### src/rtl/md_pkg.sv
// Shared types and decode helpers for the RV32M multiply/divide unit.
// Latency: n/a (types and pure functions only).
// Backpressure: n/a.
package md_pkg;

    // RV32M funct3 encodings
    typedef enum logic [2:0] {
        OP_MUL    = 3'b000,
        OP_MULH   = 3'b001,
        OP_MULHSU = 3'b010,
        OP_MULHU  = 3'b011,
        OP_DIV    = 3'b100,
        OP_DIVU   = 3'b101,
        OP_REM    = 3'b110,
        OP_REMU   = 3'b111
    } md_op_e;

    typedef enum logic [1:0] {
        ST_IDLE = 2'd0,
        ST_CALC = 2'd1,
        ST_FIX  = 2'd2,
        ST_DONE = 2'd3
    } md_state_e;

    function automatic logic is_div(input md_op_e f);
        return f[2];
    endfunction

    function automatic logic is_rem(input md_op_e f);
        return f[2] & f[1];
    endfunction

    function automatic logic is_signed_a(input md_op_e f);
        return (f == OP_MUL) || (f == OP_MULH) || (f == OP_MULHSU) ||
               (f == OP_DIV) || (f == OP_REM);
    endfunction

    function automatic logic is_signed_b(input md_op_e f);
        return (f == OP_MUL) || (f == OP_MULH) || (f == OP_DIV) || (f == OP_REM);
    endfunction

endpackage

### src/rtl/md_sign_fix.sv
// Conditional two's-complement negate: absolute value of operands, sign fix of results.
// Latency: combinational.
// Backpressure: none.
// Ports: val_i value in, neg_i negate when 1, val_o result.
module md_sign_fix #(
    parameter int dataWidth = 32
) (
    input  logic [dataWidth-1:0] val_i,
    input  logic                 neg_i,
    output logic [dataWidth-1:0] val_o
);

    assign val_o = neg_i ? -val_i : val_i;

endmodule

### src/rtl/md_unit.sv
// Iterative RV32M multiply/divide, one bit per cycle (shift-add mul, restoring div).
// Latency: result_valid rises dataWidth+1 edges after the accept edge; div-by-zero/overflow on the accept edge.
// Backpressure: start_ready only in IDLE; result and rdOut held in DONE until result_ready.
// Ports: Clk, reset (sync, active-low), kill (flush); start_valid/start_ready/op/opA/opB/rdIn request;
//        result_valid/result_ready/result/rdOut response; busy = not IDLE.
module md_unit
    import md_pkg::*;
#(
    parameter int dataWidth    = 32,
    parameter int AddressWidth = $clog2(dataWidth)
) (
    input  logic                    Clk,
    input  logic                    reset,
    input  logic                    kill,
    input  logic                    start_valid,
    output logic                    start_ready,
    input  logic [2:0]              op,
    input  logic [dataWidth-1:0]    opA,
    input  logic [dataWidth-1:0]    opB,
    input  logic [AddressWidth-1:0] rdIn,
    output logic                    result_valid,
    input  logic                    result_ready,
    output logic [dataWidth-1:0]    result,
    output logic [AddressWidth-1:0] rdOut,
    output logic                    busy
);

    localparam int W  = dataWidth;
    localparam int CW = $clog2(dataWidth) + 1;

    md_state_e             state_q;
    md_op_e                op_q;
    logic [AddressWidth-1:0] rd_q;
    logic [2*W-1:0]        acc_q, acc_d;
    logic [W-1:0]          dvs_q;      // multiplicand (mul) or divisor (div) magnitude
    logic                  a_neg_q, b_neg_q;
    logic [CW-1:0]         cnt_q;
    logic [W-1:0]          res_q;
    logic                  vld_q;

    md_op_e                op_e;
    logic                  a_neg, b_neg;
    logic [W-1:0]          a_mag, b_mag;
    logic                  fast;
    logic [W-1:0]          fast_res;

    assign op_e  = md_op_e'(op);
    assign a_neg = is_signed_a(op_e) & opA[W-1];
    assign b_neg = is_signed_b(op_e) & opB[W-1];

    md_sign_fix #(.dataWidth(W)) u_abs_a (.val_i(opA), .neg_i(a_neg), .val_o(a_mag));
    md_sign_fix #(.dataWidth(W)) u_abs_b (.val_i(opB), .neg_i(b_neg), .val_o(b_mag));

    // Divide special cases resolved without iterating.
    always_comb begin
        logic div_zero, ovf;
        div_zero = (opB == '0);
        ovf      = (op_e == OP_DIV || op_e == OP_REM) &&
                   (opA == {1'b1, {(W-1){1'b0}}}) && (opB == '1);
        fast     = is_div(op_e) && (div_zero || ovf);
        fast_res = '0;
        if (div_zero)
            fast_res = is_rem(op_e) ? opA : '1;
        else if (op_e == OP_DIV)
            fast_res = opA;
    end

    // One iteration. Mul: add multiplicand into the high half when LSB set, shift right.
    // Div: shift left, trial subtract; the bit shifted out of the high half means the
    // remainder already exceeds any W-bit divisor.
    always_comb begin
        logic [W:0]   sum;
        logic [W:0]   rem_sh;
        logic         no_borrow;
        logic [W-1:0] sub;
        sum       = {1'b0, acc_q[2*W-1:W]} + (acc_q[0] ? {1'b0, dvs_q} : '0);
        rem_sh    = acc_q[2*W-1:W-1];
        no_borrow = rem_sh[W] | (rem_sh[W-1:0] >= dvs_q);
        sub       = rem_sh[W-1:0] - dvs_q;
        if (is_div(op_q))
            acc_d = {(no_borrow ? sub : rem_sh[W-1:0]), acc_q[W-2:0], no_borrow};
        else
            acc_d = {sum, acc_q[W-1:1]};
    end

    logic [2*W-1:0] prod_fix;
    logic [W-1:0]   quo_fix, rem_fix, fix_res;

    md_sign_fix #(.dataWidth(2*W)) u_fix_p (.val_i(acc_q), .neg_i(a_neg_q ^ b_neg_q), .val_o(prod_fix));
    md_sign_fix #(.dataWidth(W)) u_fix_q (.val_i(acc_q[W-1:0]), .neg_i(a_neg_q ^ b_neg_q), .val_o(quo_fix));
    md_sign_fix #(.dataWidth(W)) u_fix_r (.val_i(acc_q[2*W-1:W]), .neg_i(a_neg_q), .val_o(rem_fix));

    always_comb begin
        fix_res = rem_fix;
        case (op_q)
            OP_MUL:                        fix_res = prod_fix[W-1:0];
            OP_MULH, OP_MULHSU, OP_MULHU:  fix_res = prod_fix[2*W-1:W];
            OP_DIV, OP_DIVU:               fix_res = quo_fix;
            default:                       fix_res = rem_fix;
        endcase
    end

    always_ff @(posedge Clk) begin
        if (!reset) begin
            state_q <= ST_IDLE;
            op_q    <= OP_MUL;
            rd_q    <= '0;
            acc_q   <= '0;
            dvs_q   <= '0;
            a_neg_q <= 1'b0;
            b_neg_q <= 1'b0;
            cnt_q   <= '0;
            res_q   <= '0;
            vld_q   <= 1'b0;
        end else if (kill) begin
            state_q <= ST_IDLE;
            vld_q   <= 1'b0;
        end else begin
            case (state_q)
                ST_IDLE: begin
                    if (start_valid) begin
                        op_q    <= op_e;
                        rd_q    <= rdIn;
                        a_neg_q <= a_neg;
                        b_neg_q <= b_neg;
                        cnt_q   <= CW'(W);
                        if (fast) begin
                            res_q   <= fast_res;
                            vld_q   <= 1'b1;
                            state_q <= ST_DONE;
                        end else begin
                            // mul: multiplier in low half; div: dividend in low half
                            acc_q   <= {{W{1'b0}}, (is_div(op_e) ? a_mag : b_mag)};
                            dvs_q   <= is_div(op_e) ? b_mag : a_mag;
                            state_q <= ST_CALC;
                        end
                    end
                end
                ST_CALC: begin
                    acc_q <= acc_d;
                    cnt_q <= cnt_q - CW'(1);
                    if (cnt_q == CW'(1))
                        state_q <= ST_FIX;
                end
                ST_FIX: begin
                    res_q   <= fix_res;
                    vld_q   <= 1'b1;
                    state_q <= ST_DONE;
                end
                ST_DONE: begin
                    if (result_ready) begin
                        vld_q   <= 1'b0;
                        state_q <= ST_IDLE;
                    end
                end
                default: state_q <= ST_IDLE;
            endcase
        end
    end

    assign start_ready  = (state_q == ST_IDLE) && reset;
    assign busy         = (state_q != ST_IDLE);
    assign result_valid = vld_q;
    assign result       = res_q;
    assign rdOut        = rd_q;

endmodule

### config.mk
export PLATFORM = sky130hd
export DESIGN_NAME = md_unit
export DESIGN_NICKNAME = d
export VERILOG_FILES = /design/src/rtl/md_pkg.sv /design/src/rtl/md_sign_fix.sv /design/src/rtl/md_unit.sv
export SDC_FILE = /design/constraint.sdc
export NUM_CORES = 1
export LEC_CHECK = 0
export ABC_CLOCK_PERIOD_IN_PS = 4650
export CORE_ASPECT_RATIO = 1.1
export CORE_UTILIZATION = 61
export DETAILED_ROUTE_END_ITERATION = 10
export PLACE_DENSITY = 0.83
export SLEW_MARGIN = 20
export SYNTH_ARGS = -nofsm -noshare
export SYNTH_HDL_FRONTEND = slang
export SYNTH_SLANG_ARGS = --single-unit
### constraint.sdc
create_clock -name Clk -period 4.65 [get_ports Clk]
set_input_delay 1.1625 -clock Clk [delete_from_list [all_inputs] [get_ports Clk]]
set_output_delay 1.1625 -clock Clk [all_outputs]
set_load 0.005 [all_outputs]
# Yosys cells after proc, flatten, opt, wreduce, memory -nomap -nowiden
# Index checks and enable logic that the tools add are counted.
# W data, S select, Z words.
[classes] n_bitwise=8 shift=0 n_mux=31 eq_ne=20 reduce_logical=30 div_mod_pow=0 multipliers=0 order_cmp=1 n_addsub=8
[op_table] cell="$mux W32" n=13
[op_table] cell="$mux W64" n=4
[op_table] cell="$neg A32 Y32" n=4
[op_table] cell="$pmux W64 S2" n=1
[op_table] cell="$pmux W32 S3" n=1
[op_table] cell="$eq A32 B32 Y1 const B" n=2
[op_table] cell="$neg A64 Y64" n=1
[op_table] cell="$pmux W32 S2" n=1
[op_table] cell="$add A32 B32 Y33" n=1
[op_table] cell="$ge A32 B32 Y1" n=1
[op_table] cell="$logic_not A32 Y1" n=1
[op_table] cell="$sub A32 B32 Y32" n=1
[op_table] cell="$reduce_and A4 Y1" n=4
[op_table] cell="$eq A3 B3 Y1 const B" n=4
[op_table] cell="$pmux W6 S2" n=1
[op_table] cell="$ne A2 B2 Y1 const B" n=5
[op_table] cell="$eq A3 B2 Y1 const B" n=3
[op_table] cell="$reduce_and A3 Y1" n=3
[op_table] cell="$logic_or A1 B1 Y1" n=8
[op_table] cell="$mux W2" n=4
[op_table] cell="$pmux W2 S4" n=1
[op_table] cell="$eq A3 B1 Y1 const B" n=2
[op_table] cell="$eq A6 B1 Y1 const B" n=1
[op_table] cell="$logic_not A3 Y1" n=2
[op_table] cell="16 further kinds" n=29
[totals] mem_count=0 in_bits=77 ff_bits=147 romBits=0 elab_cells=108 ram_bits=0 output_inout_bits=40 latchBits=0

# Logic depth before layout (Yosys ltp)
[logic_depth] word_depth=11 mapped_depth=15 ltp_nobuf=13

# Modules after synthesis
# Synthesis repeated with hierarchy kept, for this count alone.
[hier_totals] cells_unflattened=2172 area_unflattened_um2=16883.7
[modules_own_cells] module="md_unit" seq_area_each_um2=2942.8 cells_each=1542 area_per_inst_um2=12361.9 n_inst=1
[modules_own_cells] module="md_sign_fix (u_abs_a ...)" seq_area_each_um2=0.0 cells_each=108 area_per_inst_um2=767.0 n_inst=4
[modules_own_cells] module="md_sign_fix (u_fix_p)" seq_area_each_um2=0.0 cells_each=198 area_per_inst_um2=1453.9 n_inst=1

# Worst setup path after synthesis
# Ideal clock, no wire load.
[synth_timing] path_type="input to register" start="input opB[9]" end="register acc_q[60]" n_path_buf=2 setup_time_ns=0.120 arrival_time_ns=3.580 slack_ns=0.951 t_required_ns=4.530 path_stages=11 path_cell_list="nor4_1 and4_1 buf_2 nand4_1 o32ai_4 o21ai_1 and3_1 and2_1 clkbuf_1 a22o_1 a211o_1"
[synth_between] elab_chain_len=6 word_cells_on_any_way=7 cone_classes="2 x eq/ne; 5 x reduce/logical"
[synth_lines] element="from (decl)" line="md_unit.sv:19" text="input logic [dataWidth-1:0] opB,"
[synth_lines] element="$eq A32 B32 Y1" line="md_unit.sv:59" text="(opA == {1'b1, {(W-1){1'b0}}}) && (opB == '1);"
[synth_lines] element="$logic_and A1 B1 Y1" line="md_unit.sv:59"
[synth_lines] element="$logic_or A1 B1 Y1 *" line="md_unit.sv:60" text="fast = is_div(op_e) && (div_zero || ovf);"
[synth_lines] element="$logic_and A1 B1 Y1 *" line="md_unit.sv:60"
[synth_lines] element="$ne A2 B2 Y1 (no source line) *"
[synth_lines] element="$reduce_and A4 Y1 (no source line) *"
[synth_lines] element="to (signal assigned)" line="md_unit.sv:133" text="acc_q <= {{W{1'b0}}, (is_div(op_e) ? a_mag : b_mag)};"
[synth_lines] element="to (decl)" line="md_unit.sv:34" text="logic [2*W-1:0] acc_q, acc_d;"
# Every way passes the cells marked *; elsewhere a longest branch is shown, timed or not.
# A chain may end at the register's enable or synchronous reset.

# Final worst setup path
[layout_timing] start="register acc_q[0]" end="register acc_q[61]"
[layout_between] elab_chain_len=4
[layout_lines] element="$mux W32" line="md_unit.sv:76" text="sum = {1'b0, acc_q[2*W-1:W]} + (acc_q[0] ? {1'b0, dvs_q} : '0);"
[layout_lines] element="$add A32 B32 Y33" line="md_unit.sv:76"
[layout_lines] element="$mux W64" line="md_unit.sv:80" text="if (is_div(op_q))"
[layout_lines] element="$pmux W64 S2" line="md_unit.sv:119" text="case (state_q)"
# Every way passes these cells.

==> impl_results.md <==
* CTS tree: done
* Met3 WL post-DR at 6.14 mm
* Ys flop type: dfxtp_1
* Share of cells above drive strength 1 at 0.0733
* Final ANT Viol Nets at 0
* First-pass GRT wire length at 89.3 mm
* Delay-heaviest family, CP: compound AO/OA/AOI/OAI gates
* FF+latch count, synth at 147
* Post-CTS setup buffer count at 0
* Top Metal Used: met4
* Status: complete, no violations
* Most common cell after layout, fill and taps aside: nand2_1
* Synth Net Count at 2286
* Die X at 152 um
* Sequential fraction of the synthesis area at 0.196
* CTS max path bufs at 2
* Clk root buf: clkbuf_16
* Final hold vios at 0
* Setup_tns at 0 ns
* Vias in the first global route at 16100
* Crit path DAT at 4.66 ns
* RSZ-0062 raised after global routing: false
* Starting Density at 0.629
* Crit path required time at 5.02 ns
* Vias per cell at 6.99
* Synth area leaders: dfxtp_1, ha_1, nand2_1
* Drt total wl at 58.5 mm
* Register area at 2940 sq um
* Core outline area at 23900 sq um
* Most frequent cells in the layout: nand2_1, nor2_1, a21oi_1
* Cell Area, Synth at 15000 sq um
* EDFF count, synth at 0
* Hold crit path type: register to register
* Row cnt at 59
* Clk slew on worst S/H paths at 0.08 ns
* Slowest stage cell, crit path: a21oi_1
* Peak VDD IR at 274 uV
* Pleak at 0.00668 uW
* Post-DP HPWL at 44.5 mm
* Tot Pwr at 4190 uW
* Area delta synth->final at 13.8%
* Cts repair resizes at 0
* Post-Route M1 WL at 21.2 mm
* Max-cap violations at 0
* Fin crit share at 0.922
* DRC violations left at 0
* DR iter-0 viols at 2385
* Post-Synthesis Cells at 2132
* Largest area contributor in the netlist: dfxtp_1
* Worst-Margin Slew at 1.02 ns
* PortBufs at 116
* CP bufs+invs at 1
* Slew Limit Fails at 0
* Synth unique cells at 79
* WS Path Type: register to register
* Fin crit period at 4.29 ns
* Synth Warn # at 0
* Grt total ovfl at 0
* Layout Nets at 2323
* Slew margin rel. at 0.321
* Hold bufs inserted after CTS at 0
* TritonCTS Buffers at 17
* Syn Area/Cell at 7.05 sq um
* Ports at 117
* Initial antenna violation count at 1
* CP Max Fanout at 19
* GPL Wtd Cong at 1.06
* Peak Freq at 233 MHz
* Critical path endpoint category: register
* Clock skew at 0.0186 ns
* Pwr dens at 245 nW/um^2
* Clk Latency, worst-skew pair at 0.45 ns
* Total track usage at 0.460
* Final setup viols at 0
* Fillers at 2038
* Die height at 167 um
* Via count at 17400
* Top cell type's share of synthesized area at 0.196
* Worst reg2reg setup slack at 0.36 ns
* Die ar. at 25300 sq um
* Largest net degree at the start of global routing at 76
* Crit path cell chain: inv_1, nor2_1, ha_1, o211ai_1, a211oi_1, o211ai_1, a21oi_1, a31oi_1, o21ai_0, nor4_1, o41a_1, a31oi_1
* CP Launch Type: register
* H-tree depth at 4
* Pre-Repair DR Iteration Count at 7
* CTS Sinks at 147
* Crit-path max cell delay at 0.68 ns
* Post-synth ARST share at 0
* Multi-input gate area at 11200 sq um
* Routed wl met2 at 26.2 mm
* DR WL/cell at 23.5 um
## power breakdown
part	internal [uW]	leakage (uW)	total, uW	switching (uW)
registers	1310	0.00120	1380	72.6
logic	510	0.00518	1360	848
clock network	745	0.000300	1450	703
## layer usage
layer,GRT usage,vias up
met2,0.727,1202
li1,-,7866
met5,0,-
met3,0.108,310
met1,0.536,8016
met4,0.337,0
## stage by stage
stage,worst slack (ns),std cells,hold WS [ns],instance area (sq um),util
global route,0.123,2487,0.481,17100,0.716
global placement,0.393,2455,0.439,16500,0.690
detailed placement,0.317,2455,0.445,16500,0.690
floorplan,0.951,2132,0.432,15000,-
finish,0.361,2488,0.454,17100,0.716
CTS,0.505,2487,0.455,17100,0.716
## layout make-up
cell class / count / area share
multi-input combinational: 1755 / 0.656
clock buffer: 18 / 0.0257
tap: 305 / 0.0223
timing repair buffer: 182 / 0.0994
clock inverter: 14 / 0.00994
antenna: 1 / 0.000146
inverter: 66 / 0.0145
sequential: 147 / 0.172
## cell usage after synthesis (7+ instances only)
cell type  count
a211o_1       14
a211oi_1      58
a21o_1        35
a21oi_1      177
a22o_1        10
a22oi_1       11
a311oi_1       8
a31oi_1       48
and2_1        14
buf_1          8
buf_2         16
clkbuf_1     136
dfxtp_1      147
ha_1          75
inv_1         63
mux2_2        23
mux2i_1       40
nand2_1      247
nand2b_1      15
nand3_1       42
nand4_1       29
nor2_1       211
nor2b_1       11
nor3_1        41
nor4_1        29
o211ai_1      33
o21a_1        22
o21ai_0      164
o21ai_1        8
o221ai_1       7
o22ai_1       27
o31a_1         7
o31ai_1       30
o41ai_1        7
o41ai_2        7
or2_2         10
or3_1         19
or4_1         13
xnor2_1       92
xor2_1        86
## sequential cells by signal, indices dropped and copies added, names as in the netlist
register	flops
rdOut	5
acc_q	64
dvs_q	32
state_q	2
a_neg_q	1
b_neg_q	1
result	32
cnt_q	6
result_valid	1
op_q	3
## worst paths after layout
kind	from	to	cells after the start
max	acc_q[0]$_SDFFE_PN0P_	acc_q[61]$_SDFFE_PN0P_	12
min	dvs_q[10]$_SDFFE_PN0P_	dvs_q[10]$_SDFFE_PN0P_	2
max reg2reg	acc_q[0]$_SDFFE_PN0P_	acc_q[61]$_SDFFE_PN0P_	12
min reg2reg	dvs_q[10]$_SDFFE_PN0P_	dvs_q[10]$_SDFFE_PN0P_	2
## tightest hold or removal path, stage by stage, from the launching register on
cell     delay [ns]
dfxtp_1        0.31
nand2_1        0.05
a21oi_1        0.05
## kinds of logic after synthesis
| kind of cell | share of synthesized area |
|---|---|
| xor+xnor | 0.104 |
| fa+ha+maj | 0.0651 |
| buf+inv | 0.0595 |
| compound gates | 0.315 |
| flops | 0.196 |
| mux | 0.0438 |
| simple gates | 0.218 |
Note: power is estimated with default switching activity, not from simulation.
